===== src/rtl/fir_post_decim_pkg.sv =====
// Shared definitions for the FIR core and its post-decimation output stage.
package fir_post_decim_pkg;

    localparam int FIR_OUT_W       = 29;
    localparam int POST_OUT_W      = 16;
    localparam int POST_SHIFT      = 8;
    localparam int POST_DEC        = 4;
    localparam int POST_FIFO_DEPTH = 8;
    localparam int POST_FIFO_AW    = 3;

    // Phase counter width covers DEC up to 256.
    localparam int PH_W = 8;

endpackage


===== src/rtl/fir_post_decim_sfifo.sv =====
// Show-ahead synchronous FIFO with level output; a write on a full FIFO is
// accepted only when a read happens in the same cycle.
module fir_sfifo
    import fir_post_decim_pkg::*;
#(
    parameter int WIDTH = POST_OUT_W,
    parameter int DEPTH = POST_FIFO_DEPTH,
    parameter int AW    = POST_FIFO_AW
) (
    input  logic             clk,
    input  logic             rstn,
    input  logic             i_wr,
    input  logic [WIDTH-1:0] i_wdata,
    input  logic             i_rd,
    output logic [WIDTH-1:0] o_rdata,
    output logic [AW:0]      o_level,
    output logic             o_full,
    output logic             o_empty
);

    logic [WIDTH-1:0] r_mem [DEPTH];
    logic [AW:0]      r_wr_ptr;
    logic [AW:0]      r_rd_ptr;
    logic             w_rd;
    logic             w_wr;

    assign o_level = r_wr_ptr - r_rd_ptr;
    assign o_empty = (r_wr_ptr == r_rd_ptr);
    assign o_full  = (o_level == (AW+1)'(DEPTH));
    assign o_rdata = r_mem[r_rd_ptr[AW-1:0]];

    assign w_rd = i_rd & ~o_empty;
    // When full, the slot being written is the one leaving through the read port.
    assign w_wr = i_wr & (~o_full | w_rd);

    always_ff @(posedge clk or negedge rstn) begin
        if (!rstn) begin
            r_wr_ptr <= '0;
            r_rd_ptr <= '0;
            for (int i = 0; i < DEPTH; i++) begin
                r_mem[i] <= '0;
            end
        end else begin
            if (w_wr) begin
                r_mem[r_wr_ptr[AW-1:0]] <= i_wdata;
                r_wr_ptr                <= r_wr_ptr + (AW+1)'(1);
            end
            if (w_rd) begin
                r_rd_ptr <= r_rd_ptr + (AW+1)'(1);
            end
        end
    end

endmodule


===== src/rtl/fir_post_decim.sv =====
// Output stage after the parallel FIR: keeps one sample in DEC, rounds/saturates
// it to OUT_W bits and buffers it in a show-ahead FIFO with valid/ready drain.
module fir_post_decim
    import fir_post_decim_pkg::*;
#(
    parameter int IN_W       = FIR_OUT_W,
    parameter int OUT_W      = POST_OUT_W,
    parameter int SHIFT      = POST_SHIFT,
    parameter int DEC        = POST_DEC,
    parameter int FIFO_DEPTH = POST_FIFO_DEPTH,
    parameter int AW         = POST_FIFO_AW
) (
    input  logic             clk,
    input  logic             rstn,
    input  logic             din_valid,
    input  logic [IN_W-1:0]  din,
    input  logic             phase_clr,
    input  logic             clr_flags,
    output logic             dout_valid,
    input  logic             dout_ready,
    output logic [OUT_W-1:0] dout,
    output logic [AW:0]      fifo_level,
    output logic             ovf_sticky,
    output logic             sat_sticky
);

    // Round-half-up at IN_W+1 bits, then clamp; MSB of the result flags saturation.
    function automatic logic [OUT_W:0] round_sat(input logic [IN_W-1:0] d);
        logic [IN_W:0] sum;
        logic [IN_W:0] q;
        sum = {1'b0, d} + ((IN_W+1)'(1) << (SHIFT - 1));
        q   = sum >> SHIFT;
        if (q > (IN_W+1)'({OUT_W{1'b1}}))
            return {1'b1, {OUT_W{1'b1}}};
        return {1'b0, q[OUT_W-1:0]};
    endfunction

    logic [PH_W-1:0]  r_ph;
    logic [PH_W-1:0]  w_ph_start;
    logic             w_keep;
    logic [OUT_W:0]   w_rs_p0;
    logic             r_vld_p1;
    logic [OUT_W-1:0] r_round_p1;
    logic             w_full;
    logic             w_empty;
    logic             w_sat_set;
    logic             w_ovf_set;

    assign w_ph_start = phase_clr ? '0 : r_ph;
    assign w_keep     = din_valid & (w_ph_start == '0);
    assign w_rs_p0    = round_sat(din);

    always_ff @(posedge clk or negedge rstn) begin
        if (!rstn) begin
            r_ph <= '0;
        end else if (din_valid) begin
            r_ph <= (w_ph_start == PH_W'(DEC - 1)) ? '0 : w_ph_start + PH_W'(1);
        end else if (phase_clr) begin
            r_ph <= '0;
        end
    end

    // ---- stage p0 -> p1: rounded/saturated kept sample ----
    always_ff @(posedge clk or negedge rstn) begin
        if (!rstn) begin
            r_vld_p1   <= 1'b0;
            r_round_p1 <= '0;
        end else begin
            r_vld_p1 <= w_keep;
            if (w_keep) begin
                r_round_p1 <= w_rs_p0[OUT_W-1:0];
            end
        end
    end

    // ---- stage p1 -> FIFO ----
    fir_sfifo #(
        .WIDTH (OUT_W),
        .DEPTH (FIFO_DEPTH),
        .AW    (AW)
    ) u_fifo (
        .clk     (clk),
        .rstn    (rstn),
        .i_wr    (r_vld_p1),
        .i_wdata (r_round_p1),
        .i_rd    (dout_ready),
        .o_rdata (dout),
        .o_level (fifo_level),
        .o_full  (w_full),
        .o_empty (w_empty)
    );

    assign dout_valid = ~w_empty;

    assign w_sat_set = w_keep & w_rs_p0[OUT_W];
    // A full FIFO is never empty, so dout_ready alone decides whether a read frees a slot.
    assign w_ovf_set = r_vld_p1 & w_full & ~dout_ready;

    always_ff @(posedge clk or negedge rstn) begin
        if (!rstn) begin
            sat_sticky <= 1'b0;
            ovf_sticky <= 1'b0;
        end else begin
            if (w_sat_set)
                sat_sticky <= 1'b1;
            else if (clr_flags)
                sat_sticky <= 1'b0;
            if (w_ovf_set)
                ovf_sticky <= 1'b1;
            else if (clr_flags)
                ovf_sticky <= 1'b0;
        end
    end

endmodule


===== config.mk =====
export PLATFORM = sky130hd
export DESIGN_NAME = fir_post_decim
export DESIGN_NICKNAME = d
export VERILOG_FILES = /design/src/rtl/fir_post_decim_pkg.sv /design/src/rtl/fir_post_decim_sfifo.sv /design/src/rtl/fir_post_decim.sv
export SDC_FILE = /design/constraint.sdc
export NUM_CORES = 1
export LEC_CHECK = 0
export ABC_AREA = 1
export BUFFER_PORTS_ARGS = -buffer_cell sky130_fd_sc_hd__buf_2
export CAP_MARGIN = 25
export CORE_MARGIN = 5
export CORE_UTILIZATION = 40
export CTS_BUF_LIST = sky130_fd_sc_hd__clkbuf_4 sky130_fd_sc_hd__clkbuf_8
export DETAILED_ROUTE_END_ITERATION = 8
export GPL_ROUTABILITY_DRIVEN = 0
export GPL_TIMING_DRIVEN = 0
export PLACE_DENSITY = 0.63
export RECOVER_POWER = 50
export SKIP_LAST_GASP = 1
export SYNTH_ARGS = -nofsm -noshare
export SYNTH_HDL_FRONTEND = slang
export SYNTH_SLANG_ARGS = --single-unit

===== constraint.sdc =====
create_clock -name clk -period 6.05 [get_ports clk]
set_input_delay 1.21 -clock clk [delete_from_list [all_inputs] [get_ports clk]]
set_output_delay 1.21 -clock clk [all_outputs]
set_load 0.02 [all_outputs]

==> results <==
- The run finished with clean final reports.
- The placeable core region is 0.0195 mm2.
- For the worst setup path, the data required time is 4.84 ns.
- The static leakage is 4.28 nW.
- Dividing total power by cell area gives a power density of 545 mW/mm2.
- The remaining antenna violation count after routing is 0.
- Yosys printed 0 warnings.
- STA classifies the critical path startpoint as a register.
- The number of nets in the final layout is approximately 1,100.
- The worst hold path terminates at u_fifo.r_mem[16]$_DFFE_PN0P_.
- At the pin with the least slew margin, the transition time is 0.785 ns.
- The worst setup slack for register-to-register paths is 2.94 ns.
- The number of buffers inserted by hold repair at cts is 0.
- The startpoint identified for the worst register-to-register timing path is u_fifo.r_rd_ptr[1]$_DFFE_PN0P_.
- The CTS clock-pin slew for the worst setup and hold paths is 0.09 ns.
- The netlist uses 30 different library cells.
- The detailed-placement wirelength estimate is about 16,000 um.
- The total nets after synthesis is 1,030.
- In this run the critical register-to-register path is captured at u_fifo.r_mem[77]$_DFFE_PN0P_.
- The kind of end point of the critical path is an output pin.
- The type of the worst setup path is register to output pin.
- Fill cells in the final layout number 1,975.
- Setup repair after global routing left no endpoint under its margin.
- The first global-routing pass estimated 36,900 um of wire.
- After floorplanning, the core was divided into 51 placement rows.
- In this run, post-CTS repair resized a total of 0 instances.
- The routed wirelength normalized by instance count is roughly 17 um.
- The number of DRC violations after detailed routing is 0.
- In this run the count of I/O pins placed on the die edge is 58.
- The number of buffers on the longest clock path is 2.
- The total wire length after detailed routing is 22,700 um.
- The average footprint of a synthesized cell is approximately 8 um2.
- After layout, the worst path uses 68.1% of the clock period.
- Entering global routing, the biggest net connects 83 pins.
- Synthesis inferred 163 register bits.
- The count of mapped cells out of synthesis is 986.
- The type of the worst min-delay path is register to register.
- Max-cap violations in this run came to 0.
- Port buffering added 50 buffers.
- Along the worst path, the maximum fanout reaches 10.
- The total clock buffers created by CTS is 17.
- The via count of the first global-routing pass is 6,761.
- The total number of clock tree sinks is 163.
- The total count of hold-check failures in the final report is 0.
- The worst hold slack is about 0.49 ns.
- The starting density of the core is 40.6%.
- Setup violations remaining at the end of the flow were counted as 0.
- The worst endpoint data arrival time is slightly below 3 ns.
- The final count of pins violating max slew was 0.
- Post-CTS timing repair inserted 0 buffers for setup.
- The maximum clock rate is 0.243 GHz.
- The deepest level of the CTS H-tree is 4.
- For this run the aggregate overflow at the end of global routing stands at 0.
- Of the cells placed in the final design, the portion with a size suffix greater than 1 is 11.1%.
- Measured along the x axis, the die boundary spans 151 um.
- The detailed router finished its first iteration with roughly 550 violations.
- The area growth from synthesis to layout is 13.8%.
- From bottom edge to top edge, the die measures 151 um.
- Across the routed clock network, the largest skew measured is 0.0107 ns.
- Summing the sequential cell areas from Yosys gives 51.6% of the chip area.
- Global routing used 21.2% of the available tracks across all layers.
- Counting instances, the worst hold path has a depth of 2.
- The combined area of all synthesized cells is 0.00791 mm2.
- The clock period could shrink to 4.12 ns.
- The number of search-and-repair iterations in the first detailed-routing pass is 5.
- For this block, the via count after detailed routing is 6,898.
- The headroom to the max-slew limit is 47.3%.
- 0 antenna diodes ended up in the layout.
- Dividing the detail-routed via count by the number of cells gives between 5 and 6.
- The number of antenna violations at the first check in global routing is 0.
- The worst-case IR drop observed on VDD is 180 uV.
- The die footprint is around 0.023 mm2.
- The clock latency reported for the late side of the worst-skew pair is 0.46 ns.
- Counting cells, the worst reg-to-reg path comes to 13.
- The root buffer cell chosen for the clock tree is sky130_fd_sc_hd__clkbuf_8.
- The start point of the worst hold path is u_fifo.r_mem[16]$_DFFE_PN0P_.
- In the final timing run, aggregate negative setup slack is 0 ns.
- TritonCTS built the clock tree.
cell usage after synthesis, drive strengths merged:
library cell,number,share of area [%]
xnor2,13,1.4
mux2,1,0.14
nor3,5,0.38
nand2,211,10
or3,1,0.079
a31oi,16,1.3
o21a,1,0.095
fa,1,0.25
nand3,28,1.9
buf,29,2.4
o22ai,16,1.3
o21ai,202,13
nor2,189,9.1
dfrtp,163,52
clkinv,1,0.047
or2,1,0.079
ha,8,1.3
xor2,12,1.3
clkbuf,23,1.1
inv,54,2.6
nor3b,1,0.095
a21oi,4,0.25
nand4,6,0.47
per-stage QoR:
stage | area, um2 | power (mW) | setup slack [ns] | cells | utilization [%]
2_1_floorplan | 7910 | 3.20 | 3.20 | 986 | -
3_3_place_gp | 8490 | 3.89 | 1.16 | 1301 | 43.6
3_5_place_dp | 8530 | 3.95 | 2.41 | 1302 | 43.8
4_1_cts | 9000 | 4.90 | 1.93 | 1334 | 46.3
5_1_grt | 8990 | 5.26 | 1.80 | 1334 | 46.2
6_report | 8990 | 4.90 | 1.93 | 1334 | 46.2
cells in the final DEF (no fill, tap or decap), types with 16 or more instances in the layout:
cell type                  count
sky130_fd_sc_hd__o22ai_1      16
sky130_fd_sc_hd__dfrtp_1     163
sky130_fd_sc_hd__clkbuf_8     17
sky130_fd_sc_hd__a31oi_1      16
sky130_fd_sc_hd__nand2_1     209
sky130_fd_sc_hd__clkbuf_1     26
sky130_fd_sc_hd__nor2_1      184
sky130_fd_sc_hd__nand3_1      26
sky130_fd_sc_hd__o21ai_0     202
sky130_fd_sc_hd__buf_4        16
sky130_fd_sc_hd__inv_1        54
sky130_fd_sc_hd__buf_2        57
flip-flops by register name (all words and copies together), names as in the netlist:
signal,count
ovf_sticky,1
r_ph,8
r_round_p1,16
r_vld_p1,1
sat_sticky,1
u_fifo.r_mem,128
u_fifo.r_rd_ptr,4
u_fifo.r_wr_ptr,4
layout make-up:
type | count | area (um2) | share of cell area, %
sequential | 163 | 4080 | 45.3
multi-input combinational | 716 | 3340 | 37.1
tap | 265 | 332 | 3.69
timing repair buffer | 51 | 284 | 3.16
buffer | 52 | 277 | 3.07
clock inverter | 15 | 243 | 2.70
clock buffer | 17 | 234 | 2.60
inverter | 55 | 206 | 2.30
where the power goes:
part	switching, mW	total [mW]	internal (mW)	leakage (nW)
combinational	1.42	2.12	0.707	2.10
clock	0.450	0.955	0.505	0.234
sequential	0.267	1.82	1.55	1.94
total	2.13	4.90	2.76	4.28
worst max path at each step:
stage	slack (ns)	cells after the start	start	endpoint
after CTS	1.93	7	u_fifo.r_rd_ptr[0]$_DFFE_PN0P_	dout[12]
after global placement	1.16	1	rstn	u_fifo.r_mem[88]$_DFFE_PN0P_
after floorplan	3.20	7	u_fifo.r_rd_ptr[0]$_DFFE_PN0P_	dout[8]
final	1.93	7	u_fifo.r_rd_ptr[0]$_DFFE_PN0P_	dout[14]
after global routing	1.80	7	u_fifo.r_rd_ptr[0]$_DFFE_PN0P_	dout[14]
after detailed placement	2.41	7	u_fifo.r_rd_ptr[0]$_DFFE_PN0P_	dout[12]
worst max-delay path: stages (launching register included):
cell                       delay, ns
sky130_fd_sc_hd__dfrtp_1        0.47
sky130_fd_sc_hd__clkbuf_1       0.42
sky130_fd_sc_hd__clkbuf_1       0.60
sky130_fd_sc_hd__nor2_1         0.11
sky130_fd_sc_hd__o22ai_1        0.31
sky130_fd_sc_hd__nor2_1         0.08
sky130_fd_sc_hd__a31oi_1        0.23
sky130_fd_sc_hd__buf_2          0.22
cells by family after synthesis:
group	count (synthesis)	share of synthesized area [%]
XOR/XNOR	25	2.77
AO/OA/AOI/OAI	239	15.7
flip-flops	163	51.6
adder cells (fa/ha/maj)	9	1.52
AND/OR/NAND/NOR	442	22.2
buffers and inverters	107	6.11
multiplexers	1	0.142
routing by layer:
layer | share of wire [%] | track usage [%] | vias to the layer above
li1 | - | - | 3353
met1 | 47 | 30.9 | 3316
met2 | 45 | 32.0 | 201
met3 | 6.1 | 3.55 | 28
met4 | 2.3 | 7.34 | 0
met5 | 0 | 0 | -
No activity file was read; power rests on OpenSTA's default activity.
